**src/rtl/sat_div_16.sv**
```systemverilog
// sat_div_16: sequential signed 16-bit divider with saturation.
// Sign-magnitude restoring shift-subtract, one quotient bit per clock.
// Divide-by-zero and the 0x8000 / -1 overflow case bypass the iteration.
module sat_div_16 #(
   parameter int unsigned WIDTH = 16
) (
   input  logic             clk,
   input  logic             rst,
   input  logic             start,
   input  logic [WIDTH-1:0] A,
   input  logic [WIDTH-1:0] B,
   output logic [WIDTH-1:0] Quot,
   output logic [WIDTH-1:0] Rem,
   output logic             Ovfl,
   output logic             DivZero,
   output logic             busy,
   output logic             done
);

   localparam int unsigned CW = $clog2(WIDTH);

   localparam logic [1:0] S_IDLE = 2'd0;
   localparam logic [1:0] S_CALC = 2'd1;
   localparam logic [1:0] S_DONE = 2'd2;

   localparam logic [WIDTH-1:0] POS_MAX  = {1'b0, {(WIDTH-1){1'b1}}};
   localparam logic [WIDTH-1:0] NEG_MIN  = {1'b1, {(WIDTH-1){1'b0}}};
   localparam logic [WIDTH-1:0] ALL_ONES = {WIDTH{1'b1}};
   localparam logic [CW-1:0]    LAST_IT  = CW'(WIDTH - 1);

   logic [1:0]       state_q, state_d;
   logic [CW-1:0]    cnt_q,   cnt_d;
   logic [WIDTH-1:0] a_q,     a_d;      // raw dividend: sign and divide-by-zero remainder
   logic             b_neg_q, b_neg_d;
   logic [WIDTH-1:0] dvd_q,   dvd_d;    // |A| shifting out, quotient bits shifting in
   logic [WIDTH-1:0] dsr_q,   dsr_d;    // |B|
   logic [WIDTH-1:0] prem_q,  prem_d;   // partial remainder (always < |B|)
   logic             dz_q,    dz_d;
   logic             ov_q,    ov_d;
   logic [WIDTH-1:0] quot_q,  quot_d;
   logic [WIDTH-1:0] rem_q,   rem_d;
   logic             ovfl_q,  ovfl_d;
   logic             divz_q,  divz_d;
   logic             done_q,  done_d;

   logic [WIDTH-1:0] a_mag;
   logic [WIDTH-1:0] b_mag;
   logic [WIDTH:0]   rem_sh;
   logic [WIDTH:0]   diff;
   logic             ge;
   logic [WIDTH-1:0] quot_norm;
   logic [WIDTH-1:0] rem_norm;

   // Next-state, datapath iteration and result formatting
   always_comb begin
      state_d = state_q;
      cnt_d   = cnt_q;
      a_d     = a_q;
      b_neg_d = b_neg_q;
      dvd_d   = dvd_q;
      dsr_d   = dsr_q;
      prem_d  = prem_q;
      dz_d    = dz_q;
      ov_d    = ov_q;
      quot_d  = quot_q;
      rem_d   = rem_q;
      ovfl_d  = ovfl_q;
      divz_d  = divz_q;
      done_d  = 1'b0;

      // 0x8000 negates to itself, which is the correct unsigned magnitude
      a_mag = A[WIDTH-1] ? (~A + WIDTH'(1)) : A;
      b_mag = B[WIDTH-1] ? (~B + WIDTH'(1)) : B;

      // Partial remainder < |B| <= 2^(WIDTH-1), so the top diff bit is a clean borrow
      rem_sh = {prem_q, dvd_q[WIDTH-1]};
      diff   = rem_sh - {1'b0, dsr_q};
      ge     = ~diff[WIDTH];

      quot_norm = (a_q[WIDTH-1] ^ b_neg_q) ? (~dvd_q + WIDTH'(1)) : dvd_q;
      rem_norm  = a_q[WIDTH-1] ? (~prem_q + WIDTH'(1)) : prem_q;

      case (state_q)
         S_IDLE: begin
            if (start) begin
               a_d     = A;
               b_neg_d = B[WIDTH-1];
               dvd_d   = a_mag;
               dsr_d   = b_mag;
               prem_d  = '0;
               cnt_d   = '0;
               dz_d    = 1'b0;
               ov_d    = 1'b0;
               if (B == '0) begin
                  dz_d    = 1'b1;
                  state_d = S_DONE;
               end else if ((A == NEG_MIN) && (B == ALL_ONES)) begin
                  ov_d    = 1'b1;
                  state_d = S_DONE;
               end else begin
                  state_d = S_CALC;
               end
            end
         end
         S_CALC: begin
            prem_d = ge ? diff[WIDTH-1:0] : rem_sh[WIDTH-1:0];
            dvd_d  = {dvd_q[WIDTH-2:0], ge};
            cnt_d  = cnt_q + CW'(1);
            if (cnt_q == LAST_IT) begin
               state_d = S_DONE;
            end
         end
         S_DONE: begin
            state_d = S_IDLE;
            done_d  = 1'b1;
            ovfl_d  = ov_q;
            divz_d  = dz_q;
            if (dz_q) begin
               quot_d = a_q[WIDTH-1] ? NEG_MIN : POS_MAX;
               rem_d  = a_q;
            end else if (ov_q) begin
               quot_d = POS_MAX;
               rem_d  = '0;
            end else begin
               quot_d = quot_norm;
               rem_d  = rem_norm;
            end
         end
         default: begin
            state_d = S_IDLE;
         end
      endcase
   end

   // State and datapath registers with synchronous reset
   always_ff @(posedge clk) begin
      if (rst) begin
         state_q <= S_IDLE;
         cnt_q   <= '0;
         a_q     <= '0;
         b_neg_q <= 1'b0;
         dvd_q   <= '0;
         dsr_q   <= '0;
         prem_q  <= '0;
         dz_q    <= 1'b0;
         ov_q    <= 1'b0;
         quot_q  <= '0;
         rem_q   <= '0;
         ovfl_q  <= 1'b0;
         divz_q  <= 1'b0;
         done_q  <= 1'b0;
      end else begin
         state_q <= state_d;
         cnt_q   <= cnt_d;
         a_q     <= a_d;
         b_neg_q <= b_neg_d;
         dvd_q   <= dvd_d;
         dsr_q   <= dsr_d;
         prem_q  <= prem_d;
         dz_q    <= dz_d;
         ov_q    <= ov_d;
         quot_q  <= quot_d;
         rem_q   <= rem_d;
         ovfl_q  <= ovfl_d;
         divz_q  <= divz_d;
         done_q  <= done_d;
      end
   end

   // Output mapping; busy follows the state directly
   always_comb begin
      Quot    = quot_q;
      Rem     = rem_q;
      Ovfl    = ovfl_q;
      DivZero = divz_q;
      done    = done_q;
      busy    = (state_q != S_IDLE);
   end

endmodule

```
**config.mk**
```make
export PLATFORM = sky130hd
export DESIGN_NAME = sat_div_16
export DESIGN_NICKNAME = d
export VERILOG_FILES = /design/src/rtl/sat_div_16.sv
export SDC_FILE = /design/constraint.sdc
export NUM_CORES = 1
export LEC_CHECK = 0
export CAP_MARGIN = 20
export CORE_MARGIN = 4
export CORE_UTILIZATION = 40
export CTS_CLUSTER_DIAMETER = 40
export DETAILED_ROUTE_END_ITERATION = 8
export PLACE_DENSITY = 0.67
export SLEW_MARGIN = 20
export SYNTH_ARGS = -nofsm -noshare
export SYNTH_HDL_FRONTEND = slang
export SYNTH_SLANG_ARGS = --single-unit
export TNS_END_PERCENT = 20
```
**constraint.sdc**
```tcl
create_clock -name clk -period 6.5 [get_ports clk]
set_clock_uncertainty 0.2 [all_clocks]
set_input_delay 1.3 -clock clk [delete_from_list [all_inputs] [get_ports clk]]
set_output_delay 1.3 -clock clk [all_outputs]
set_load 0.02 [all_outputs]
```
======== Word-level counts from Yosys, hierarchy flattened ========
Cells that the tools add are included.
storage, ports and cells
  word-level logic and storage cells ...... 66
  bits in registers ....................... 108
  output and inout port bits .............. 36
  input port bits ......................... 35
cells by class
  equality and inequality tests ........... 7
  reduce and logical (&&, ||, !) cells .... 8
  $add $sub $neg .......................... 6
  bitwise operators ....................... 6
  mux-type cells .......................... 25
operators with widths
  cell                   count
  $mux 16                12
  $add 16x1->16 const B  4
  $not 16->16            4
  $pmux 16 s2            2
  $eq 16x16->1 const B   2
  $sub 17x16->17         1
  $logic_not 16->1       1
  $mux 2                 4
  $pmux 4 s2             1
  $reduce_and 2->1       3
  $add 4x1->4 const B    1
  $eq 4x4->1 const B     1
  $mux 1                 4
  $mux 4                 1
  $ne 2x2->1 const B     2
  $pmux 2 s2             1
  $reduce_bool 2->1      2
  $eq 2x1->1 const B     1
  $eq 2x2->1 const B     1
  $logic_not 2->1        1
  $logic_and 1x1->1      1
  $not 1->1              1
  $xor 1x1->1            1

======== Longest topological paths before layout ========
  word-level depth ........................ 6
  gate-level depth with buffers ........... 11
  depth with buffers taken out ............ 10

======== Worst setup path before layout ========
No wires, ideal clock.
  path kind ............................... input to register
  start ................................... input A[7]
  end ..................................... register state_q[1]
  path buffers ............................ 0
  arrival time ............................ 2.863 ns
  stages .................................. 7
  library setup time ...................... 0.087 ns
  path slack .............................. 3.350 ns
  data required time ...................... 6.213 ns
  cell sequence ........................... or4_1 -> nor4_2 -> nand3b_1 -> or3_1 -> nand2_1 -> nor2_1 -> nor4b_2
between the ends
  word-level cells in the longest chain between the ends .. 6
ends and longest elaborated chain
  element                 line  source
  start: declaration      10    input logic [WIDTH-1:0] A,
  $eq 16x16->1            97    end else if ((A == NEG_MIN) && (B == ALL_ONES)) begin
  $logic_and 1x1->1       97
  $mux 2                  97
  $mux 2                  94    if (B == '0) begin
  $mux 2                  85    if (start) begin
  $pmux 2 s2              83    case (state_q)
  end signal: assignment  153   state_q <= state_d;
  end: declaration        31    logic [1:0] state_q, state_d;
Every way passes these cells. The select of a mux whose other input is x is not followed.
A chain may end at the register's enable or synchronous reset.

======== Final worst setup path ========
  start ................................... input A[2]
  end ..................................... register dvd_q[10]
between the ends
  word-level cells in the longest chain between the ends .. 5
ends and longest elaborated chain
  element                 line  source
  $not 16->16             72    a_mag = A[WIDTH-1] ? (~A + WIDTH'(1)) : A;
  $add 16x1->16           72
  $mux 16                 72
  $mux 16                 85
  $pmux 16 s2             83
  end signal: assignment  157   dvd_q <= dvd_d;
  end: declaration        35    logic [WIDTH-1:0] dvd_q, dvd_d;
Every way passes these cells. The select of a mux whose other input is x is not followed.

==> flow_summary.yaml <==
synthesis:
  netlist_top_cells_area: "dfxtp_1, nand2_1, a21oi_1"
  synth_edf_count: 0
  muxShareOfSynthArea_pct: 2.10
  synth_area_per_cell_sq_um: 7.85
  synth_compound_area_share_pct: 22.7
  async_flop_share_pct: 0
  synthDistinctLibCells: 64
  yosysTopAreaCell: "dfxtp_1"
  ys_ff_latch: 108
  synth_top_family_by_area: "compound AO/OA/AOI/OAI gates"
  syn_inst: 791
  ys.flop_type: "dfxtp_1"
  ys_seq_area_share_pct: 34.8
  synth_most_common_cell: "nand2_1"
  syn_nets: 849
  yosys_warnings: 0
  yosysTopAreaCellShare_pct: 34.8
  syn_area_sq_um: 6210
  synth_fa_ha_area_share_pct: 4.76
  synthSimpleGateAreaFrac_pct: 21.6
  synth_common_cells: "nand2_1, dfxtp_1, nor2_1"
  synthXorXnorAreaFrac_pct: 9.29
worst_hold_path:
  min_to: "a_q[2]"
  holdPathStages: 2
  min_path_type: "reg -> reg"
  worstHoldStart: "a_q[2]"
global_routing:
  grt_max_degree: 70
  grt_pass1_wl_mm: 26.8
  grt_pass1_vias: 5336
  grt_antenna_before_repair: 0
  grt_overflow: 0
  gr-usage-all-layers_pct: 18.5
floorplan:
  die_y_um: 133
  fp-row-count: 45
  dieArea_sq_um: 17600
  core_sq_um: 15200
  num_io_pins: 71
  chipWidth_um: 133
  start_util_pct: 40.8
setup_path:
  setup.worst_path.start_class: "input pin"
  r2r_setup_slack_ns: 3.29
  critPathMaxFanout: 6
  end_kind: "flop"
  r2r-start: "dvd_q[15]"
  required_ns: 6.53
  r2r_end: "prem_q[13]"
  critical_path_class: "in -> reg"
  arrival_ns: 3.57
  crit_path_start: "A[2]"
  worst-r2r-cell-count: 11
pwr:
  p_leak_nw: 2.75
  power.density_nw_per_um2: 259
  peakVddDrop_mv: 0.141
  total_power_w: 0.00190
clock_network:
  clock_latency_ns: 0.36
  numCtsBuffers: 9
  cts_max_level: 3
  clkTransAtPathRegs_ns: 0.08
  clockBufferDepth: 2
  postCtsResizedCells: 0
  root_buffer: "clkbuf_16"
  cts.sinks: 108
  postCtsSetupRepairBufs: 0
  cts_hold_buf: 0
  tritoncts: "built"
flow_run:
  max_cap_viol_count: 0
placed_design:
  dpl.hpwl_mm: 12.2
  port_buffers: 70
  gp_congestion: 0.872
  pre_cts_slack_ns: 2.62
  dpl_cell_area_sq_um: 7000
timing:
  hold_viol: 0
  period_needed_ns: 3.54
  maxSlewHeadroom_pct: 30.3
  final.setup.worst_slack_ns: 2.96
  max_freq_ghz: 0.282
  grt_setup_unrepaired: "false"
  timing.final.crit_share_pct: 54.5
  fin_tns_setup_ns: 0
  drv_slew: 0
  tightest_slew_ns: 1.04
  setup_viol: 0
route:
  ant_nets: 0
  viasPerCell: 5.60
  drt_iter0_markers: 402
  wire_per_inst_um: 15.9
  dr.pass1.iters: 5
  vias: 5749
  routed_wl_mm: 16.3
  post-route-drc-count: 0
outcome:
  outcome: "finished, final reports clean"
finish:
  final_area_sq_um: 7320
  n_fill_cell: 1524
  nNetsFinal: 892
  synthToLayoutAreaGrowth_pct: 17.9
  diodes: 0
  drive_gt1_share_pct: 4.41
-- sequential cells by signal (all words and copies together), names as in the netlist --
name and count:
a_q 16, dvd_q 16, prem_q 16, Quot 16, Rem 16, b_neg_q 1
Ovfl 1, state_q 2, dsr_q 16, ov_q 1, cnt_q 4, dz_q 1
done 1, DivZero 1
-- layer usage --
metal	track usage (%)	share of wire [%]	vias up	routed length [um]
li1	-	-	2902	-
met1	25.2	47	2650	7650
met2	29.8	46	171	7500
met3	3.35	5.4	26	882
met4	5.83	1.7	0	276
met5	0	0	-	0
-- worst max-delay path, cell delays in order --
cell and delay (ns):
clkdlybuf4s50_1 0.50, nor4_1 0.42, nand2_1 0.18, or2_2 0.36
o41ai_1 0.34, xnor2_1 0.11, a222oi_1 0.30, nor2_1 0.06
-- cell families after synthesis --
kind of cell               after synthesis
adders and majority gates               23
buffers and inverters                   73
AOI/OAI and AO/OA                      216
xor gates and xnor gates                65
and+or+nand+nor                        293
DFF                                    108
muxes                                   13
-- worst max path at each step --
stage          cells past startpoint          to  slack (ns)
2_1_floorplan                      7  state_q[1]        3.35
3_3_place_gp                       8   dvd_q[10]        2.65
3_5_place_dp                       8   dvd_q[10]        2.62
4_1_cts                            8  state_q[1]        2.99
5_1_grt                            8   dvd_q[10]        2.66
6_report                           8   dvd_q[10]        2.96
-- placed cells by master (no fill, tap or decap), types with 3 or more instances in the layout --
cell | netlist | layout
xnor2_1 | 34 | 34
o22ai_1 | 7 | 7
or3_1 | 6 | 6
a211oi_1 | 18 | 18
o21ai_1 | 9 | 9
clkbuf_16 | 0 | 9
nand2_1 | 118 | 118
a21oi_1 | 68 | 68
nor3_1 | 20 | 20
nand3b_1 | 4 | 4
or4_1 | 7 | 7
o31ai_1 | 15 | 15
and3_1 | 8 | 8
o41ai_1 | 4 | 4
a22oi_1 | 4 | 4
o211ai_1 | 6 | 6
clkdlybuf4s50_1 | 0 | 69
a222oi_1 | 6 | 6
nand4_1 | 7 | 7
nor2_1 | 81 | 80
a21o_1 | 4 | 4
or2_2 | 3 | 3
dfxtp_1 | 108 | 108
nand3_1 | 8 | 8
inv_1 | 28 | 28
o21ai_0 | 35 | 35
nand2b_1 | 10 | 10
ha_1 | 22 | 22
a221oi_1 | 11 | 11
inv_6 | 0 | 3
o311ai_0 | 3 | 3
mux2i_1 | 13 | 13
nor2b_1 | 11 | 11
xor2_1 | 30 | 30
buf_4 | 1 | 6
-- report_power, final --
group | leakage, nW | switching (W) | internal [W]
sequential | 0.880 | 0.0000519 | 0.000704
combinational | 1.72 | 0.000328 | 0.000245
clock | 0.150 | 0.000254 | 0.000313
-- area by class of cell --
cell class | count | area, sq um | area share [%]
Sequential cell | 108 | 2160 | 29.5
Clock inverter | 6 | 68.8 | 0.940
Tap cell | 188 | 235 | 3.21
Inverter | 28 | 105 | 1.44
Timing Repair Buffer | 77 | 748 | 10.2
Multi-Input combinational cell | 610 | 3760 | 51.4
Clock buffer | 10 | 239 | 3.27
-- through the flow --
stage          instances  hold slack (ns)  utilization, %
2_1_floorplan        791            0.232               -
3_3_place_gp        1010            0.240            46.0
3_5_place_dp        1010            0.244            46.0
4_1_cts             1026            0.253            48.1
5_1_grt             1027            0.272            48.1
6_report            1027            0.252            48.1
(Power assumes the default switching activity.)
